**src/rtl/cpu16_pkg.sv**
```systemverilog
`default_nettype none
// +--------------------------------------------------------------------+
// | Module   : cpu16_pkg                                                |
// | Purpose  : ALU select codes, opcodes, funct codes, control record   |
// | Revision : 1.0                                                     |
// +--------------------------------------------------------------------+
package cpu16_pkg;

  // Result-select codes, ordered as the 8-to-1 result mux inputs
  localparam logic [2:0] SEL_AND  = 3'b000;
  localparam logic [2:0] SEL_SLTI = 3'b001;
  localparam logic [2:0] SEL_OR   = 3'b010;
  localparam logic [2:0] SEL_XOR  = 3'b011;
  localparam logic [2:0] SEL_ADD  = 3'b100;
  localparam logic [2:0] SEL_SUB  = 3'b101;
  localparam logic [2:0] SEL_SLL  = 3'b110;
  localparam logic [2:0] SEL_SRA  = 3'b111;

  localparam logic [3:0] OP_R    = 4'b0000;
  localparam logic [3:0] OP_SLTI = 4'b0001;
  localparam logic [3:0] OP_ADDI = 4'b0100;
  localparam logic [3:0] OP_SUBI = 4'b0101;
  localparam logic [3:0] OP_LW   = 4'b0110;
  localparam logic [3:0] OP_SW   = 4'b0111;
  localparam logic [3:0] OP_BEQ  = 4'b1000;

  localparam logic [2:0] FN_AND  = 3'b000;
  localparam logic [2:0] FN_RSVD = 3'b001;
  localparam logic [2:0] FN_OR   = 3'b010;
  localparam logic [2:0] FN_XOR  = 3'b011;
  localparam logic [2:0] FN_ADD  = 3'b100;
  localparam logic [2:0] FN_SUB  = 3'b101;
  localparam logic [2:0] FN_SLL  = 3'b110;
  localparam logic [2:0] FN_SRA  = 3'b111;

  typedef struct packed {
    logic [2:0] sel;
    logic       imm;
    logic       wr;
    logic       ill;
  } ctrl_t;

  localparam ctrl_t CTRL_ILLEGAL = '{sel: SEL_AND, imm: 1'b0, wr: 1'b0, ill: 1'b1};

  function automatic ctrl_t mk_ctrl(logic [2:0] sel, logic imm, logic wr);
    ctrl_t c;
    c.sel = sel;
    c.imm = imm;
    c.wr  = wr;
    c.ill = 1'b0;
    return c;
  endfunction

endpackage
`default_nettype wire

```
**src/rtl/alu_dekoder.sv**
```systemverilog
`default_nettype none
// +--------------------------------------------------------------------+
// | Module   : alu_dekoder                                              |
// | Purpose  : Combinational instruction -> ALU control decode          |
// | Revision : 1.0                                                     |
// +--------------------------------------------------------------------+
module alu_dekoder
  import cpu16_pkg::*;
(
  input  logic [15:0] i_instr,
  output ctrl_t       o_ctrl
);

  logic [3:0] w_op;
  logic [2:0] w_fn;
  logic       w_unused_bits;

  assign w_op          = i_instr[15:12];
  assign w_fn          = i_instr[2:0];
  assign w_unused_bits = ^i_instr[11:3];

  always_comb begin
    o_ctrl = CTRL_ILLEGAL;
    case (w_op)
      OP_R: begin
        case (w_fn)
          FN_AND:  o_ctrl = mk_ctrl(SEL_AND, 1'b0, 1'b1);
          FN_OR:   o_ctrl = mk_ctrl(SEL_OR,  1'b0, 1'b1);
          FN_XOR:  o_ctrl = mk_ctrl(SEL_XOR, 1'b0, 1'b1);
          FN_ADD:  o_ctrl = mk_ctrl(SEL_ADD, 1'b0, 1'b1);
          FN_SUB:  o_ctrl = mk_ctrl(SEL_SUB, 1'b0, 1'b1);
          FN_SLL:  o_ctrl = mk_ctrl(SEL_SLL, 1'b0, 1'b1);
          FN_SRA:  o_ctrl = mk_ctrl(SEL_SRA, 1'b0, 1'b1);
          default: o_ctrl = CTRL_ILLEGAL;
        endcase
      end
      OP_SLTI: o_ctrl = mk_ctrl(SEL_SLTI, 1'b1, 1'b1);
      OP_ADDI: o_ctrl = mk_ctrl(SEL_ADD,  1'b1, 1'b1);
      OP_SUBI: o_ctrl = mk_ctrl(SEL_SUB,  1'b1, 1'b1);
      // Loads and stores both compute base + offset on the adder
      OP_LW:   o_ctrl = mk_ctrl(SEL_ADD,  1'b1, 1'b1);
      OP_SW:   o_ctrl = mk_ctrl(SEL_ADD,  1'b1, 1'b0);
      OP_BEQ:  o_ctrl = mk_ctrl(SEL_SUB,  1'b0, 1'b0);
      default: o_ctrl = CTRL_ILLEGAL;
    endcase
  end

endmodule
`default_nettype wire

```
**src/rtl/alu_kontroll_enkoder.sv**
```systemverilog
`default_nettype none
// +--------------------------------------------------------------------+
// | Module   : alu_kontroll_enkoder                                     |
// | Purpose  : Registered ALU-control encoder, skid buffer, illegal cnt |
// | Revision : 1.0                                                     |
// +--------------------------------------------------------------------+
module alu_kontroll_enkoder
  import cpu16_pkg::*;
#(
  parameter int CNT_W = 8
) (
  input  logic             Clock,
  input  logic             Reset,
  input  logic [15:0]      In_Instr,
  input  logic             In_Valid,
  output logic             In_Ready,
  output logic [2:0]       Out_AluSel,
  output logic             Out_ImmSel,
  output logic             Out_RegWrite,
  output logic             Out_Illegal,
  output logic             Out_Valid,
  input  logic             Out_Ready,
  output logic [CNT_W-1:0] IllegalCount
);

  ctrl_t            w_dec;
  ctrl_t            r_main;
  ctrl_t            r_skid;
  logic             r_main_vld;
  logic             r_skid_vld;
  logic             r_in_rdy;
  logic [CNT_W-1:0] r_cnt;

  ctrl_t            w_main_nxt;
  ctrl_t            w_skid_nxt;
  logic             w_main_vld_nxt;
  logic             w_skid_vld_nxt;
  logic             w_acc;
  logic             w_main_free;

  alu_dekoder u_dek (
    .i_instr (In_Instr),
    .o_ctrl  (w_dec)
  );

  assign w_acc       = In_Valid & r_in_rdy;
  assign w_main_free = ~r_main_vld | Out_Ready;

  // Skid never holds a word while main is empty, so a freed main always
  // takes the skid entry first; acceptance is blocked whenever skid is full.
  always_comb begin
    w_main_nxt     = r_main;
    w_main_vld_nxt = r_main_vld;
    w_skid_nxt     = r_skid;
    w_skid_vld_nxt = r_skid_vld;
    if (w_main_free) begin
      if (r_skid_vld) begin
        w_main_nxt     = r_skid;
        w_main_vld_nxt = 1'b1;
        w_skid_vld_nxt = 1'b0;
      end else begin
        w_main_vld_nxt = w_acc;
        if (w_acc) begin
          w_main_nxt = w_dec;
        end
      end
    end else if (w_acc) begin
      w_skid_nxt     = w_dec;
      w_skid_vld_nxt = 1'b1;
    end
  end

  always_ff @(posedge Clock or posedge Reset) begin
    if (Reset) begin
      r_main     <= '0;
      r_skid     <= '0;
      r_main_vld <= 1'b0;
      r_skid_vld <= 1'b0;
      r_in_rdy   <= 1'b1;
    end else begin
      r_main     <= w_main_nxt;
      r_skid     <= w_skid_nxt;
      r_main_vld <= w_main_vld_nxt;
      r_skid_vld <= w_skid_vld_nxt;
      r_in_rdy   <= ~w_skid_vld_nxt;
    end
  end

  always_ff @(posedge Clock or posedge Reset) begin
    if (Reset) begin
      r_cnt <= '0;
    end else if (w_acc && w_dec.ill && (r_cnt != {CNT_W{1'b1}})) begin
      r_cnt <= r_cnt + CNT_W'(1);
    end
  end

  assign In_Ready     = r_in_rdy;
  assign Out_Valid    = r_main_vld;
  assign Out_AluSel   = r_main.sel;
  assign Out_ImmSel   = r_main.imm;
  assign Out_RegWrite = r_main.wr;
  assign Out_Illegal  = r_main.ill;
  assign IllegalCount = r_cnt;

endmodule
`default_nettype wire

```
**config.mk**
```make
export PLATFORM = sky130hd
export DESIGN_NAME = alu_kontroll_enkoder
export DESIGN_NICKNAME = d
export VERILOG_FILES = /design/src/rtl/cpu16_pkg.sv /design/src/rtl/alu_dekoder.sv /design/src/rtl/alu_kontroll_enkoder.sv
export SDC_FILE = /design/constraint.sdc
export NUM_CORES = 1
export LEC_CHECK = 0
export CORE_MARGIN = 2
export CORE_UTILIZATION = 45
export DETAILED_ROUTE_END_ITERATION = 8
export PLACE_DENSITY_LB_ADDON = 0.12
export SYNTH_ARGS = -nofsm -noshare
export SYNTH_HDL_FRONTEND = slang
export SYNTH_HIERARCHICAL = 1
export SYNTH_SLANG_ARGS = --single-unit
```
**constraint.sdc**
```tcl
create_clock -name Clock -period 1.55 [get_ports Clock]
set_input_delay 0.31 -clock Clock [delete_from_list [all_inputs] [get_ports Clock]]
set_output_delay 0.31 -clock Clock [all_outputs]
set_load 0.02 [all_outputs]
```
### After elaboration in Yosys (flattened, before gate mapping)

Index checks and enable logic that the tools add are counted.

| word-level totals | value |
|---|---|
| register bits after elaboration | 23 |
| bits of input ports | 20 |
| output and inout port bits | 16 |
| word-level logic and storage cells | 46 |

| operators by class | value |
|---|---|
| add/subtract/negate cells | 1 |
| eq/ne operators | 13 |
| multiplexer cells | 7 |
| bitwise logic cells | 5 |
| reduce and logical (&&, ||, !) cells | 8 |

Operators with widths:

| cell | count |
|---|---|
| one-hot mux 6 bit (7 select lines) | 1 |
| one-hot mux 6 bit (6 select lines) | 1 |
| == test 4 x 3 -> 1 bit, second input constant | 4 |
| == test 3 bit, second input constant | 4 |
| two-way mux 6 bit | 2 |
| adder 8 x 1 -> 8 bit, second input constant | 1 |
| != test 8 bit, second input constant | 1 |
| == test 3 x 2 -> 1 bit, second input constant | 2 |
| == test 4 x 1 -> 1 bit, second input constant | 1 |
| == test 4 bit, second input constant | 1 |
| logical NOT 4 bit | 1 |
| AND reduction 2 bit | 2 |
| logical NOT 3 bit | 1 |
| two-way mux 1 bit | 3 |
| NOT 1 bit | 3 |
| logical AND 1 bit | 2 |
| nonzero test 2 bit | 1 |
| OR reduction 2 bit | 1 |
| bitwise AND 1 bit | 1 |
| OR 1 bit | 1 |

### Depth between registers and ports, before layout

Gate-level depths: netlist of run 1.

| depth | value |
|---|---|
| word-level depth | 5 |
| mapped depth | 7 |

### By module

Netlist of run 1, hierarchy kept.

Modules (own cells, without submodules):

| module | instances | cells each | area an instance (um^2) | sequential area each (um^2) |
|---|---|---|---|---|
| alu_kontroll_enkoder | 1 | 86 | 1006.0 | 576.8 |
| alu_dekoder | 1 | 19 | 133.9 | 0.0 |

### Worst setup path after synthesis of run 1

Ideal clock, no wire load.

| timing path | value |
|---|---|
| path type | in2reg |
| start | input In_Instr[12] |
| end | register r_cnt[1], in the netlist IllegalCount[1] |
| arrival | 1.623 ns |
| required time | 1.422 ns |
| slack | -0.200 ns |
| stages | 6 |
| path buffers | 1 |
| cell sequence | buf_6 > or4b_1 > o211a_1 > and3_1 > o21ai_2 > mux2_1 |

RTL lines:

| item | RTL line | text |
|---|---|---|
| start: declaration | alu_kontroll_enkoder.sv:14 | `input logic [15:0] In_Instr,` |
| end signal: assignment | alu_kontroll_enkoder.sv:93 | `r_cnt <= r_cnt + CNT_W'(1);` |
| end: declaration | alu_kontroll_enkoder.sv:32 | `logic [CNT_W-1:0] r_cnt;` |

==> metrics.log, run 1 <==
[metrics] required time of the worst setup path: 1.77 ns
[metrics] number of vias per cell after detailed routing: 5.387
[metrics] Slew @ Worst Pin: 0.4013 ns
[metrics] Mapped Nets: 126
[metrics] cts bufs inserted: 3
[metrics] x dimension of the die: 54.33 um
[metrics] clock latency on the worst-skew pair: 0.31 ns
[metrics] maximum number of pins on one net before global-route repair: 17
[metrics] number of search-and-repair iterations in the first detailed-routing pass: 4
[metrics] NumNets Final: 173
[metrics] Power Dens Cells: 1190 nW/um2
[metrics] # fillers: 196
[metrics] start-to-end type of the worst setup path: in2reg
[metrics] Setup Skew: 0.0008570 ns
[metrics] total global routing overflow: 0
[metrics] flip-flop count of the largest register, all copies and words added: 8
[metrics] Cells after Synth: 105
[metrics] run status: complete, no violations
[metrics] vias in the first global route: 926
[metrics] first-pass GRT wire length: 4.043 mm
[metrics] proportion of netlist area held by the largest area contributor: 48.30%
[metrics] Die ar.: 2952 um2
[metrics] critical path cell sequence: dlygate4sd2_1 -> or4b_4 -> o211a_4 -> and3_4 -> o21ai_4 -> mux2_4
[metrics] period utilisation layout: 97.43%
[metrics] Crit path arrival time: 1.73 ns
[metrics] dominant synthesized flop cell: sky130_fd_sc_hd__dfrtp_1
[metrics] Critical Path Start Type: primary input
[metrics] setup slack, reg-to-reg: 0.14 ns
[metrics] cell area after technology mapping: 1140 um2
[metrics] critical path fanouts, max: 4
[metrics] Final min period: 1.510 ns
[metrics] capturing point of the worst reg2reg path: IllegalCount[1]
[metrics] number of H-tree levels: 1
[metrics] Final Hold Fails: 0
[metrics] critical path depth in cells: 6
[metrics] worst-case setup margin in the final layout: 0.03990 ns
[metrics] slowest stage cell on the critical path: sky130_fd_sc_hd__or4b_4
[metrics] number of buffers on the longest clock path: 2
[metrics] share of cells above drive strength 1: 32.45%
[metrics] number of top-level pins: 36
[metrics] max-cap viol count: 0
[metrics] Slew Limit Headroom: 73.09%
[metrics] average cell area after synthesis: 10.86 um2
[metrics] Synth-to-Final Area Change: 41.93%
[metrics] class of the most critical hold timing path: in2async
[metrics] Final ANT Viol Nets: 0
[metrics] final sum of negative setup slack: 0 ns
[metrics] number of DRC violations after detailed-routing iteration 0: 12
[metrics] number of diodes: 0
[metrics] IR drop worst, VDD: 0.8813 mV
[metrics] worst slack, placed: -0.6661 ns
[metrics] CTS tree: yes
[metrics] number of antenna violations at the first check in global routing: 0
[metrics] count of flip-flops with a built-in enable after synthesis: 0
[metrics] most frequent cells after synthesis: 22 x sky130_fd_sc_hd__dfrtp_1, 11 x sky130_fd_sc_hd__a21oi_1, 11 x sky130_fd_sc_hd__nor2_1
[metrics] detailed-route DRC error count: 0
[metrics] row count: 18
[metrics] Total Routed Length: 2.509 mm
[metrics] Total Routing Usage GR: 19.36%
[metrics] library cell occupying the most area in the post-synthesis netlist: sky130_fd_sc_hd__dfrtp_1
[metrics] upper clock frequency limit: 0.6622 GHz
[metrics] Worst Setup End Kind: register
[metrics] area of the placeable core: 2432 um2
[metrics] initial standard-cell utilization of the core: 46.86%
[metrics] routed via count: 975
[metrics] number of synthesized register bits: 23
[metrics] Hold Buf Count CTS: 0
[metrics] cell family with the largest share of critical-path delay: simple AND/OR/NAND/NOR gates
[metrics] count of clock tree sinks: 23
[metrics] Seq/Total Area, Yosys: 50.60%
[metrics] Reg area: 576.8 um2
[metrics] die extent in y: 54.33 um
[metrics] Yosys warnings: 6
[metrics] most used standard cell by instance count after synthesis: sky130_fd_sc_hd__dfrtp_1
[metrics] count of unique library cells instantiated by Yosys: 35
[metrics] Routability Congestion: 0.7546
[metrics] Async SR Flop Fraction: 100.0%
[metrics] setup violation total in the final timing report: 0
[metrics] area of combinational cells with multiple inputs: 588.1 um2
[metrics] Port Buffers: 26
[metrics] routed length per instance: 13.86 um
[metrics] Crit Reg-Reg Startpoint: IllegalCount[0]
[metrics] ranking of synthesized cells by area: sky130_fd_sc_hd__dfrtp_1 48%, sky130_fd_sc_hd__mux2_2 5.9%, sky130_fd_sc_hd__mux2i_1 5.3%
[metrics] CP bufs+invs: 1
[metrics] number of pins with negative max-slew slack in the final report: 0
[metrics] unrepaired setup endpoints after global routing: false
[metrics] clock-pin slew reported for the worst setup and hold paths after clock tree synthesis: 0.13 ns
[metrics] Clock Root Buffer: sky130_fd_sc_hd__clkbuf_4
[metrics] CP peak stage delay: 0.47 ns
[metrics] Detail Placement HPWL: 1.889 mm
[metrics] number of cells on the worst reg-to-reg path: 4
[metrics] P_leak: 0.7530 nW
## logic make-up (layout without fill, tap and decap cells)
kind of cell	count (synthesis)	after routing	share of synthesized area [%]
AOI/OAI and AO/OA	21	21	11.31
and+or+nand+nor	35	35	17.24
xor gates and xnor gates	4	4	3.073
buffers and inverters	7	53	3.512
muxes	14	14	13.17
DFF	23	23	50.60
adders and majority gates	1	1	1.098
## final cells by class
| class | instances | area share, % |
|---|---|---|
| clock buffers | 3 | 1.392 |
| clock inverters | 1 | 0.3094 |
| inverters | 3 | 0.6961 |
| multi-input cells | 75 | 36.35 |
| flip-flops and latches | 23 | 35.65 |
| well taps | 30 | 2.320 |
| repair buffers | 46 | 23.28 |
## routing by layer
layer	GRT usage, %	share of wire, %	routed length, um	vias to the layer above
met5	0	0	0	-
met4	6.250	0.60	15	0
met3	3.552	3.3	84	2
met2	35.54	55	1387	21
met1	22.54	41	1021	482
li1	-	-	-	470
## how the worst max path moves through the flow
stage                       startpoint              end  slack [ns]
final                     In_Instr[15]  IllegalCount[1]        0.04
after CTS                 In_Instr[13]  IllegalCount[1]       0.008
after global placement    In_Instr[12]  IllegalCount[4]       -0.63
after detailed placement  In_Instr[12]  IllegalCount[7]       -0.67
after floorplan           In_Instr[12]  IllegalCount[1]       -0.17
after global routing      In_Instr[15]    Out_AluSel[0]       0.003
## placed cells by master (no fill, tap or decap), types with 2 or more instances in the layout
cell type and count:
sky130_fd_sc_hd__inv_1 3, sky130_fd_sc_hd__buf_4 19, sky130_fd_sc_hd__dlygate4sd2_1 17, sky130_fd_sc_hd__mux2_4 2, sky130_fd_sc_hd__nand3_1 4, sky130_fd_sc_hd__a21oi_1 11
sky130_fd_sc_hd__clkdlybuf4s50_1 3, sky130_fd_sc_hd__mux2i_1 6, sky130_fd_sc_hd__clkbuf_4 3, sky130_fd_sc_hd__nand2_1 5, sky130_fd_sc_hd__nor2b_1 2, sky130_fd_sc_hd__and3_4 2
sky130_fd_sc_hd__xnor2_1 4, sky130_fd_sc_hd__nand2b_1 3, sky130_fd_sc_hd__mux2_2 5, sky130_fd_sc_hd__nor2_2 2, sky130_fd_sc_hd__clkbuf_2 4, sky130_fd_sc_hd__dfrtp_1 22
sky130_fd_sc_hd__nor2_1 9, sky130_fd_sc_hd__o21ai_0 3
## worst register-to-register path: cells and delay by family (launching register included)
kind / cells / cell delay (ns)
compound gates: 1 / 0.21
mux: 1 / 0.31
fa+ha+maj: 1 / 0.19
flops: 1 / 0.43
simple gates: 1 / 0.17
## report_power, final
part           internal, mW  switching [mW]
sequential            0.760           0.135
clock                0.0965           0.189
combinational         0.348           0.397
## what timing repair did
item,in CTS,in global routing
cloned,0,0
pin swaps,6,6
gates resized for setup,35,11
buffers inserted,1,0
endpoints found under the setup margin,27,6
## through the flow
step	cells	hold WS (ns)	power, mW	area, um2	utilization (%)
2_1_floorplan	105	0.3112	1.313	1157	-
3_3_place_gp	176	0.4738	1.683	1569	64.51
3_5_place_dp	176	0.4842	1.705	1569	64.51
4_1_cts	181	0.2371	1.934	1617	66.46
5_1_grt	181	0.2624	2.043	1618	66.51
6_report	181	0.2380	1.925	1618	66.51
Power figures use the tool's default switching activity.
==> run 2: changes to the inputs <==
--- a/config.mk
+++ b/config.mk
@@ -9,6 +9,7 @@
 export CORE_UTILIZATION = 45
 export DETAILED_ROUTE_END_ITERATION = 8
 export PLACE_DENSITY_LB_ADDON = 0.12
+export SETUP_SLACK_MARGIN = 0.4
 export SYNTH_ARGS = -nofsm -noshare
 export SYNTH_HDL_FRONTEND = slang
 export SYNTH_HIERARCHICAL = 1
==> metrics.log, run 2 (same netlist as run 1, synthesis figures left out) <==
[metrics] flip-flop count of the largest register, all copies and words added: 8
[metrics] number of H-tree levels: 1
[metrics] Port Buffers: 26
[metrics] Synth-to-Final Area Change: 77.83%
[metrics] run status: complete, no violations
[metrics] Power Dens Cells: 1248 nW/um2
[metrics] area of the placeable core: 2432 um2
[metrics] detailed-route DRC error count: 0
[metrics] final core area utilization: 83.33%
[metrics] share of cells above drive strength 1: 67.06%
[metrics] number of antenna violations at the first check in global routing: 0
[metrics] required time of the worst setup path: 1.76 ns
[metrics] first-pass GRT wire length: 4.574 mm
[metrics] number of search-and-repair iterations in the first detailed-routing pass: 4
[metrics] final sum of negative setup slack: 0 ns
[metrics] x dimension of the die: 54.33 um
[metrics] non-filler cells, final: 200
[metrics] upper clock frequency limit: 0.6914 GHz
[metrics] total global routing overflow: 0
[metrics] NumNets Final: 192
[metrics] period utilisation layout: 93.31%
[metrics] initial standard-cell utilization of the core: 46.86%
[metrics] maximum number of pins on one net before global-route repair: 19
[metrics] Slew @ Worst Pin: 0.5074 ns
[metrics] Routability Congestion: 0.7531
[metrics] row count: 18
[metrics] Hold Buf Count CTS: 0
[metrics] Crit path arrival time: 1.65 ns
[metrics] Worst Setup End Kind: register
[metrics] Post-Place Cells: 174
[metrics] routed length per instance: 16.30 um
[metrics] critical path fanouts, max: 5
[metrics] Total Routing Usage GR: 22.04%
[metrics] Final ANT Viol Nets: 0
[metrics] Slew Limit Headroom: 65.73%
[metrics] Die ar.: 2952 um2
[metrics] Setup Skew: 0.006609 ns
[metrics] die extent in y: 54.33 um
[metrics] number of cells on the worst reg-to-reg path: 5
[metrics] Crit Reg-Reg Startpoint: In_Ready
[metrics] routed via count: 1055
[metrics] number of DRC violations after detailed-routing iteration 0: 23
[metrics] vias in the first global route: 1025
[metrics] commonest non-fill, non-tap cell in the layout: sky130_fd_sc_hd__buf_4
[metrics] unrepaired setup endpoints after global routing: true
[metrics] clock-pin slew reported for the worst setup and hold paths after clock tree synthesis: 0.12 ns
[metrics] most used cells in the layout excluding fill and tap cells: 28 x sky130_fd_sc_hd__buf_4, 25 x sky130_fd_sc_hd__buf_6, 19 x sky130_fd_sc_hd__dfrtp_1, 8 x sky130_fd_sc_hd__a21oi_2, 6 x sky130_fd_sc_hd__nor2_4
[metrics] Final min period: 1.446 ns
[metrics] worst slack, placed: -0.6735 ns
[metrics] class of the most critical hold timing path: in2async
[metrics] worst-case setup margin in the final layout: 0.1037 ns
[metrics] Final Hold Fails: 0
[metrics] number of diodes: 0
[metrics] setup slack, reg-to-reg: 0.10 ns
[metrics] max-cap viol count: 0
[metrics] clock latency on the worst-skew pair: 0.31 ns
[metrics] Total Routed Length: 3.259 mm
[metrics] Detail Placement HPWL: 1.961 mm
[metrics] IR drop worst, VDD: 1.123 mV
[metrics] capturing point of the worst reg2reg path: IllegalCount[7]
[metrics] P_leak: 0.9083 nW
[metrics] start-to-end type of the worst setup path: reg2reg
[metrics] count of clock tree sinks: 23
[metrics] number of top-level pins: 36
[metrics] setup violation total in the final timing report: 0
[metrics] number of vias per cell after detailed routing: 5.275
[metrics] number of buffers on the longest clock path: 2
[metrics] Critical Path Start Type: register
[metrics] CTS tree: yes
[metrics] cts bufs inserted: 3
[metrics] Clock Root Buffer: sky130_fd_sc_hd__clkbuf_4
[metrics] number of pins with negative max-slew slack in the final report: 0
run 2: metal layers:
| metal | vias up | track usage (%) | part of all wire (%) |
|---|---|---|---|
| li1 | 510 | - | - |
| met1 | 517 | 25.00 | 39 |
| met2 | 24 | 41.57 | 58 |
| met3 | 4 | 4.918 | 3.3 |
| met4 | 0 | 5.000 | 0.55 |
| met5 | - | 0 | 0 |
run 2: how the worst max path moves through the flow:
stage                       to  cells past startpoint          from  slack [ns]
2_1_floorplan  IllegalCount[1]                      6  In_Instr[12]       -0.17
4_1_cts        IllegalCount[1]                      6  In_Instr[13]        0.13
3_5_place_dp   IllegalCount[4]                      7   In_Instr[1]       -0.67
6_report       IllegalCount[7]                      5      In_Ready        0.10
5_1_grt        IllegalCount[7]                      5      In_Ready        0.05
3_3_place_gp   IllegalCount[4]                      7   In_Instr[1]       -0.65
run 2: timing repair:
action	CTS	global route
setup buffers	13	8
gates resized for setup	151	24
pin swaps	10	8
endpoints found under the hold margin	0	0
setup endpoints to repair	38	37
gates cloned	1	0
run 2: layout make-up:
class,count,area [um2]
fillers,145,405.4
repair buffers,65,624.3
clock inverters,1,5.005
inverters,3,11.26
multi-input cells,75,745.7
clock buffers,3,22.52
well taps,30,37.54
flip-flops and latches,23,580.6
run 2: metrics by stage:
step / power (mW) / hold slack [ns] / instance area (um2)
6_report: 2.530 / 0.2110 / 2027
5_1_grt: 2.662 / 0.2475 / 2027
4_1_cts: 2.334 / 0.2130 / 1881
3_5_place_dp: 1.750 / 0.4886 / 1607
3_3_place_gp: 1.713 / 0.4764 / 1607
2_1_floorplan: 1.341 / 0.3111 / 1204
run 2: critical path: stages, from the launching register on:
cell	delay, ns
sky130_fd_sc_hd__dfstp_2	0.57
sky130_fd_sc_hd__buf_6	0.13
sky130_fd_sc_hd__nand2_1	0.07
sky130_fd_sc_hd__nor2_2	0.16
sky130_fd_sc_hd__nand3_2	0.09
sky130_fd_sc_hd__mux2_4	0.31
run 2: report_power, final:
group | switching (mW) | internal [mW]
Clock | 0.187 | 0.0965
Sequential | 0.158 | 0.762
Combinational | 0.589 | 0.737
